## src/rtl/cache_tag_ways.sv

```systemverilog
// Set-associative tag/valid store with registered hit lookup, per-set
// round-robin victim pointer and a one-set-per-cycle flush walker.
module cache_tag_ways #(
  parameter int unsigned TAG_W   = 10,
  parameter int unsigned INDEX_W = 6,
  parameter int unsigned WAYS    = 2,
  localparam int unsigned SETS   = 2 ** INDEX_W,
  localparam int unsigned WAY_W  = (WAYS > 1) ? $clog2(WAYS) : 1
) (
  input  logic               clk,
  input  logic               rstn,
  input  logic               lookup_valid,
  input  logic [INDEX_W-1:0] lookup_index,
  input  logic [TAG_W-1:0]   lookup_tag,
  output logic               hit_valid,
  output logic               hit,
  output logic [WAY_W-1:0]   hit_way,
  output logic [WAY_W-1:0]   victim_way,
  input  logic               update_en,
  input  logic [INDEX_W-1:0] update_index,
  input  logic [WAY_W-1:0]   update_way,
  input  logic [TAG_W-1:0]   update_tag,
  input  logic               invalidate_en,
  input  logic [INDEX_W-1:0] invalidate_index,
  input  logic [WAY_W-1:0]   invalidate_way,
  input  logic               flush_req,
  output logic               busy
);

  localparam logic [0:0] ST_IDLE  = 1'b0;
  localparam logic [0:0] ST_FLUSH = 1'b1;

  localparam logic [WAY_W:0] WAYS_L = (WAY_W + 1)'(WAYS);

  // Storage arrays carry no reset so they can map onto RAM; the walk clears them.
  logic [TAG_W-1:0]   r_tag   [SETS][WAYS];
  logic [WAYS-1:0]    r_valid [SETS];
  logic [WAY_W-1:0]   r_rr    [SETS];

  logic [0:0]         r_state;
  logic [INDEX_W-1:0] r_cnt;

  logic               r_hit_valid;
  logic               r_hit;
  logic [WAY_W-1:0]   r_hit_way;
  logic [WAY_W-1:0]   r_victim_way;

  logic               w_idle;
  logic               w_lookup_ok;
  logic               w_upd_ok;
  logic               w_inv_ok;
  logic [WAY_W-1:0]   w_rr_next;
  logic [WAYS-1:0]    w_set_valid;
  logic [TAG_W-1:0]   w_set_tags [WAYS];
  logic               w_hit;
  logic [WAY_W-1:0]   w_hit_way;
  logic [WAY_W-1:0]   w_victim;

  // flush_req in IDLE blocks every other request in the same cycle.
  assign w_idle      = (r_state == ST_IDLE);
  assign w_lookup_ok = w_idle && !flush_req && lookup_valid;
  assign w_upd_ok    = w_idle && !flush_req && update_en &&
                       ({1'b0, update_way} < WAYS_L);
  assign w_inv_ok    = w_idle && !flush_req && invalidate_en &&
                       ({1'b0, invalidate_way} < WAYS_L);
  assign w_rr_next   = (WAYS == 1) ? '0 : update_way + 1'b1;

  // Read the looked-up set and resolve lowest hit way and victim way.
  always_comb begin
    w_set_valid = r_valid[lookup_index];
    w_hit       = 1'b0;
    w_hit_way   = '0;
    w_victim    = r_rr[lookup_index];
    for (int w = 0; w < int'(WAYS); w++) begin
      w_set_tags[w] = r_tag[lookup_index][w];
    end
    // Descending scan so the lowest-numbered way is the last to assign.
    for (int w = int'(WAYS) - 1; w >= 0; w--) begin
      if (w_set_valid[w] && (w_set_tags[w] == lookup_tag)) begin
        w_hit     = 1'b1;
        w_hit_way = w[WAY_W-1:0];
      end
      if (!w_set_valid[w]) begin
        w_victim = w[WAY_W-1:0];
      end
    end
  end

  // Flush walker FSM; reset forces a full walk from set 0.
  always_ff @(posedge clk or negedge rstn) begin
    if (!rstn) begin
      r_state <= ST_FLUSH;
      r_cnt   <= '0;
    end else begin
      case (r_state)
        ST_FLUSH: begin
          r_cnt <= r_cnt + 1'b1;
          if (&r_cnt) begin
            r_state <= ST_IDLE;
          end
        end
        default: begin
          if (flush_req) begin
            r_state <= ST_FLUSH;
            r_cnt   <= '0;
          end
        end
      endcase
    end
  end

  // Storage writes: walk clears one set; invalidate is ordered after update so it wins.
  always_ff @(posedge clk) begin
    if (r_state == ST_FLUSH) begin
      r_valid[r_cnt] <= '0;
      r_rr[r_cnt]    <= '0;
    end else begin
      if (w_upd_ok) begin
        r_tag[update_index][update_way]   <= update_tag;
        r_valid[update_index][update_way] <= 1'b1;
        r_rr[update_index]                <= w_rr_next;
      end
      if (w_inv_ok) begin
        r_valid[invalidate_index][invalidate_way] <= 1'b0;
      end
    end
  end

  // Registered lookup result; fields hold when no lookup is accepted.
  always_ff @(posedge clk or negedge rstn) begin
    if (!rstn) begin
      r_hit_valid  <= 1'b0;
      r_hit        <= 1'b0;
      r_hit_way    <= '0;
      r_victim_way <= '0;
    end else begin
      r_hit_valid <= w_lookup_ok;
      if (w_lookup_ok) begin
        r_hit        <= w_hit;
        r_hit_way    <= w_hit_way;
        r_victim_way <= w_victim;
      end
    end
  end

  assign hit_valid  = r_hit_valid;
  assign hit        = r_hit;
  assign hit_way    = r_hit_way;
  assign victim_way = r_victim_way;
  assign busy       = (r_state == ST_FLUSH);

endmodule
```

## config.mk

```make
export PLATFORM = sky130hd
export DESIGN_NAME = cache_tag_ways
export DESIGN_NICKNAME = d
export VERILOG_FILES = /design/src/rtl/cache_tag_ways.sv
export SDC_FILE = /design/constraint.sdc
export NUM_CORES = 2
export LEC_CHECK = 0
export ABC_CLOCK_PERIOD_IN_PS = 4100
export CORE_MARGIN = 2
export CORE_UTILIZATION = 40
export CTS_CLUSTER_SIZE = 40
export DETAILED_ROUTE_END_ITERATION = 10
export GPL_TIMING_DRIVEN = 0
export PLACE_DENSITY = 0.64
export RECOVER_POWER = 25
export SYNTH_ARGS = -nofsm -noshare
export SYNTH_HDL_FRONTEND = slang
export SYNTH_SLANG_ARGS = --single-unit
```

## constraint.sdc

```tcl
create_clock -name clk -period 4.1 [get_ports clk]
set_clock_uncertainty 0.15 [all_clocks]
set_input_delay 0.82 -clock clk [delete_from_list [all_inputs] [get_ports clk]]
set_output_delay 0.82 -clock clk [all_outputs]
set_load 0.02 [all_outputs]
```

# After elaboration in Yosys (flattened, before gate mapping)
# Memories as Yosys holds them, arrays and structs flattened.
# Cells that the tools add are included.
# Widths: inputs -> output; s select.
# totals
ff_bits	11
ramBits	1472
inputBits	46
output_inout_bits	5
word_cells	67
n_memories	3
# op_classes
addsub	2
magnitude_cmp	6
n_eq_ne	2
mux	32
bitwise_logic	2
n_reduce_logical	14
# memory_table
memory	depth	width	read_ports	rd_ports_with_merged_regs	write_ports	line_no	source
r_tag	64	20	1	0	1	36	logic [TAG_W-1:0] r_tag [SETS][WAYS];
r_valid	64	2	1	0	2	37	logic [WAYS-1:0] r_valid [SETS];
r_rr	64	1	1	0	1	38	logic [WAY_W-1:0] r_rr [SETS];
# ops
cell	count
$mux 6	4
$eq 10x10->1	2
$mux 20	1
$mux 1	19
$demux 10 s1	1
$mux 10	1
$logic_and 1x1->1	9
$mux 2	4
$add 6x1->6 const B	1
$reduce_and 6->1	1
$lt 1x2->1 const B	2
$demux 1 s1	2
$ge 1x1->1 const B	2
$ge 2x2->1 const B	1
$lt 2x1->1 const B	1
$not 1->2	1
$reduce_bool 2->1	1
$reduce_or 2->1	1
$add 1x1->1 const B	1
$logic_not 1->1	1
$not 1->1	1
$reduce_or 1->1	1

# Logic depth before layout (Yosys ltp)
# depth
ltp_word	8
mapped_depth	15
mapped_depth_nobuf	9

# Least setup slack after synthesis
# No wires, ideal clock.
# synth_timing
kind	input-to-reg
startpoint	in flush_req
endpoint	mem r_valid[10][0]
setup_time_ps	96
arrival_time_ps	3435
t_required_ps	3854
path_slack_ps	419
path_stages	8
n_path_buf	3
path_cell_list	nor2_1 -> nand2_1 -> clkbuf_1 -> nor2_1 -> clkbuf_1 -> buf_1 -> a21oi_1 -> a221oi_1
# synth_lines
element	line_no	source
from (decl)	26	input logic flush_req,
to (decl)	37	

# Worst setup path after layout
# layout_timing
startpoint	in flush_req
endpoint	mem r_tag[59][5] (netlist name) (enable)
# layout_between
elab_chain_cells	6
# layout_rtl
element	line_no	source
$logic_not 1->1	62	assign w_upd_ok = w_idle && !flush_req && update_en &&
$logic_and 1x1->1 (2 in series)	62	
$mux 1	118	if (w_upd_ok) begin
$mux 1	114	if (r_state == ST_FLUSH) begin
$mux 20 (not written as such)	119	r_tag[update_index][update_way] <= update_tag;
to (decl)	36	
# Every way passes these cells.

==> flow_summary_export.csv <==
group,metric,value,unit
global_route,grt_max_degree,97,
floorplan,die_area,153000,um^2
synth,syn_inst,3414,
floorplan,top_level_ports,51,
clock_tree,cts_tree,"built",
synth,synth_fa_ha_area_share,0.0209,%
outcome,outcome,"complete, but fails checks",
finish,fin_nets,3703,
synth,yosys_most_used_dff,"edfxtp_1",
synth,ys_types,70,
floorplan,fp.dieW,391,um
power,leakagePower,21.7,nW
synth,syn_avg_cell_area,17.5,um^2
sta,final.min_clock_period,4.29,ns
min_path,min_path_type,"reg -> reg",
sta,fin_ws,-0.187,ns
finish,drive_above_1_share,22.4,%
synth,synth_edf_count,1344,
detailed_routing,vias,37500,
detailed_routing,viasPerCell,6.57,
detailed_routing,drc,0,
clock_tree,clk_latency,0.81,ns
sta,final_hold_viol_count,0,
detailed_routing,postRouteAntennaNets,0,
sta,drv_slew,1029,
place,post-dp-hpwl,148,mm
synth,synth_top_family_by_area,"multiplexers",
floorplan,rows,141,
clock_tree,ctsLongestPathBuffers,3,
finish,area_growth,15.2,%
place,dpl_cell_area,63700,um^2
setup_path,crit_path_end_kind,"flop",
global_route,track_usage,28.9,%
sta,rsz0062_at_grt,"true",
sta,setup_viol,149,
setup_path,crit_type,"in -> reg",
synth,yosysSeqAreaShare,72.2,%
finish,final_cells,5706,
synth,synth-seq-cells,1483,
detailed_routing,dr.pass1.iters,8,
power,irDropWorstVdd,0.000364,V
job,cap_violations,19,
floorplan,coreArea,148000,um^2
finish,nFillCells,12500,
setup_path,startpoint_type,"input port",
synth,syn-cell-area,59900,um^2
place,placedCellCount,5431,
floorplan,die_height,391,um
setup_path,required,4.34,ns
synth,synth-xor-area-share,0.337,%
synth,muxShareOfSynthArea,14.7,%
global_route,grt_pass1_wl,297,mm
global_route,antenna_found_initial,13,
setup_path,crit_fanout,10,
power,power.density,486,nW/um^2
detailed_routing,drt_iter0_markers,7285,
synth,synthArstFlopShare,0.742,%
setup_path,r2r_setup_slack,0.12,ns
clock_tree,clk_pin_slew,0.06,ns
global_route,overflow,0,
outcome,violations,"max-capacitance violations, max-slew violations, negative setup slack",
place,pre_cts_slack,-2.71,ns
synth,synth.yosys.warnings,0,
sta,tightest_slew,3.15,ns
floorplan,initial_utilization,40.4,%
sta,fmax,233,MHz
place,globalplace.congestion,0.987,
global_route,grt_pass1_vias,34800,
synth,yosys.area_share.simple,5.39,%
sta,holdWs,0.331,ns
power,total_power,33.5,mW
detailed_routing,routed_wl,222,mm
sta,finalCritPeriodShare,105,%
place,port_buffers,42,
setup_path,worst_ep_arrival_time,4.53,ns
finish,finalInstanceArea,68900,um^2
clock_tree,numCtsBuffers,153,
synth,synth_compound_area_share,5.37,%
clock_tree,cts-htree-levels,4,
sta,timing.slew.headroom,-110,%
clock_tree,cts.sinks,1483,
detailed_routing,wl_per_cell,39.0,um
clock_tree,cts-root-buf,"clkbuf_16",
synth,syn-num-nets,3461,
## worst paths after layout
path                                      start                     end  cells past startpoint
worst max-delay path                  flush_req  r_tag[59][5]$_DFFE_PP_                      7
worst min-delay path            hit$_DFFE_PN0P_         hit$_DFFE_PN0P_                      2
worst max register to register   busy$_DFF_PN1_  r_tag[59][5]$_DFFE_PP_                      6
worst min register to register  hit$_DFFE_PN0P_         hit$_DFFE_PN0P_                      2
max in group asynchronous                  rstn    r_cnt[3]$_DFFE_PN0P_                      1
min in group asynchronous                  rstn  victim_way$_DFFE_PN0P_                      1
## cells in the mapped netlist, types with 10 or more instances
cell,n,area share (%)
o21ai_0,37,0.31
and2_1,18,0.19
dfrtp_1,10,0.42
xnor2_1,14,0.20
a32oi_1,11,0.16
nor2_1,255,1.6
or3_1,12,0.13
buf_4,33,0.41
nand2_1,194,1.2
mux4_2,312,12
a21oi_1,152,1.3
buf_2,39,0.33
nor3_1,72,0.60
nand2b_1,13,0.14
a22oi_1,113,1.4
mux2i_1,158,2.6
nor2b_1,28,0.29
nand3_1,53,0.44
buf_1,22,0.14
mux2_2,17,0.32
buf_6,21,0.40
o22ai_1,14,0.15
edfxtp_1,1344,67
a221oi_1,83,1.2
clkbuf_1,111,0.70
dfxtp_1,128,4.3
a31oi_1,16,0.17
nand4_1,16,0.17
## worst max-delay path: stages
cell and delay, ns:
clkdlybuf4s50_1 0.60, nor2_1 0.24, clkbuf_1 0.56, and3_1 0.24, clkbuf_1 0.39, nand4_1 0.42
nor2_1 1.25
## power by group
part	switching (mW)	internal, mW
sequential	0.0854	16.6
combinational	2.32	0.813
clock	5.96	7.72
total	8.36	25.1
## cell type report
class | count | area [um^2] | share of cell area (%)
Tap cell | 1930 | 2410 | 3.50
Clock inverter | 64 | 596 | 0.864
Clock buffer | 205 | 4180 | 6.07
Buffer | 225 | 1440 | 2.09
Sequential cell | 1483 | 43200 | 62.7
Antenna cell | 6 | 15.0 | 0.0218
Inverter | 7 | 27.5 | 0.0399
Multi-Input combinational cell | 1698 | 15900 | 23.1
Timing Repair Buffer | 88 | 1110 | 1.61
## stage by stage
step	setup TNS [ns]	utilization, %
finish	-8.54	46.5
global route	-9.84	46.5
CTS	-37.59	46.5
detailed placement	-777.99	43.0
global placement	-3115.63	42.3
floorplan	0	-
## flip-flops by register name, indices dropped and copies added (netlist names)
register / count
victim_way: 1
r_cnt: 6
r_rr: 64
hit: 1
hit_way: 1
r_tag: 1280
hit_valid: 1
r_valid: 128
busy: 1
## layout by cell type, fill, tap and decap left out, types with 15 or more instances in the layout
cell,synthesis,layout
nand2_1,194,192
edfxtp_1,1344,1344
a22oi_1,113,112
nand4_1,16,16
buf_8,0,16
a21oi_1,152,151
clkbuf_16,0,159
nand3_1,53,49
clkbuf_1,111,134
mux2i_1,158,156
clkbuf_2,0,25
nor2_2,1,77
mux4_2,312,312
clkinv_1,1,26
nor3_1,72,71
a31oi_1,16,16
buf_1,22,16
mux2_2,17,17
nor2b_1,28,21
a221oi_1,83,81
nor2_4,0,15
dfxtp_1,128,128
nor2_1,255,164
buf_6,21,50
buf_4,33,44
and2_1,18,18
clkdlybuf4s50_1,0,29
o21ai_0,37,32
## repair_timing
action                     4_1_cts  5_1_grt
pin swaps                        1        0
buffers inserted                 1        0
setup endpoints to repair      195      424
gates resized for setup        146       80
hold buffers                     0        0
hold endpoints to repair         0        0
## metal layers
metal  GRT usage [%]  wire length [um]  share of wire, %
met1            39.4             82100                37
met2            42.5             97000                44
met3            8.28             30300                14
met4            14.5             12800               5.7
met5           0.542               169             0.076
## cells by family after synthesis
kind of cell	after synthesis
adder cells (fa/ha/maj)	1
AND/OR/NAND/NOR	713
buffers and inverters	233
AO/OA/AOI/OAI	474
multiplexers	487
flip-flops	1483
XOR/XNOR	23
Note: power is estimated with default switching activity, not from simulation.
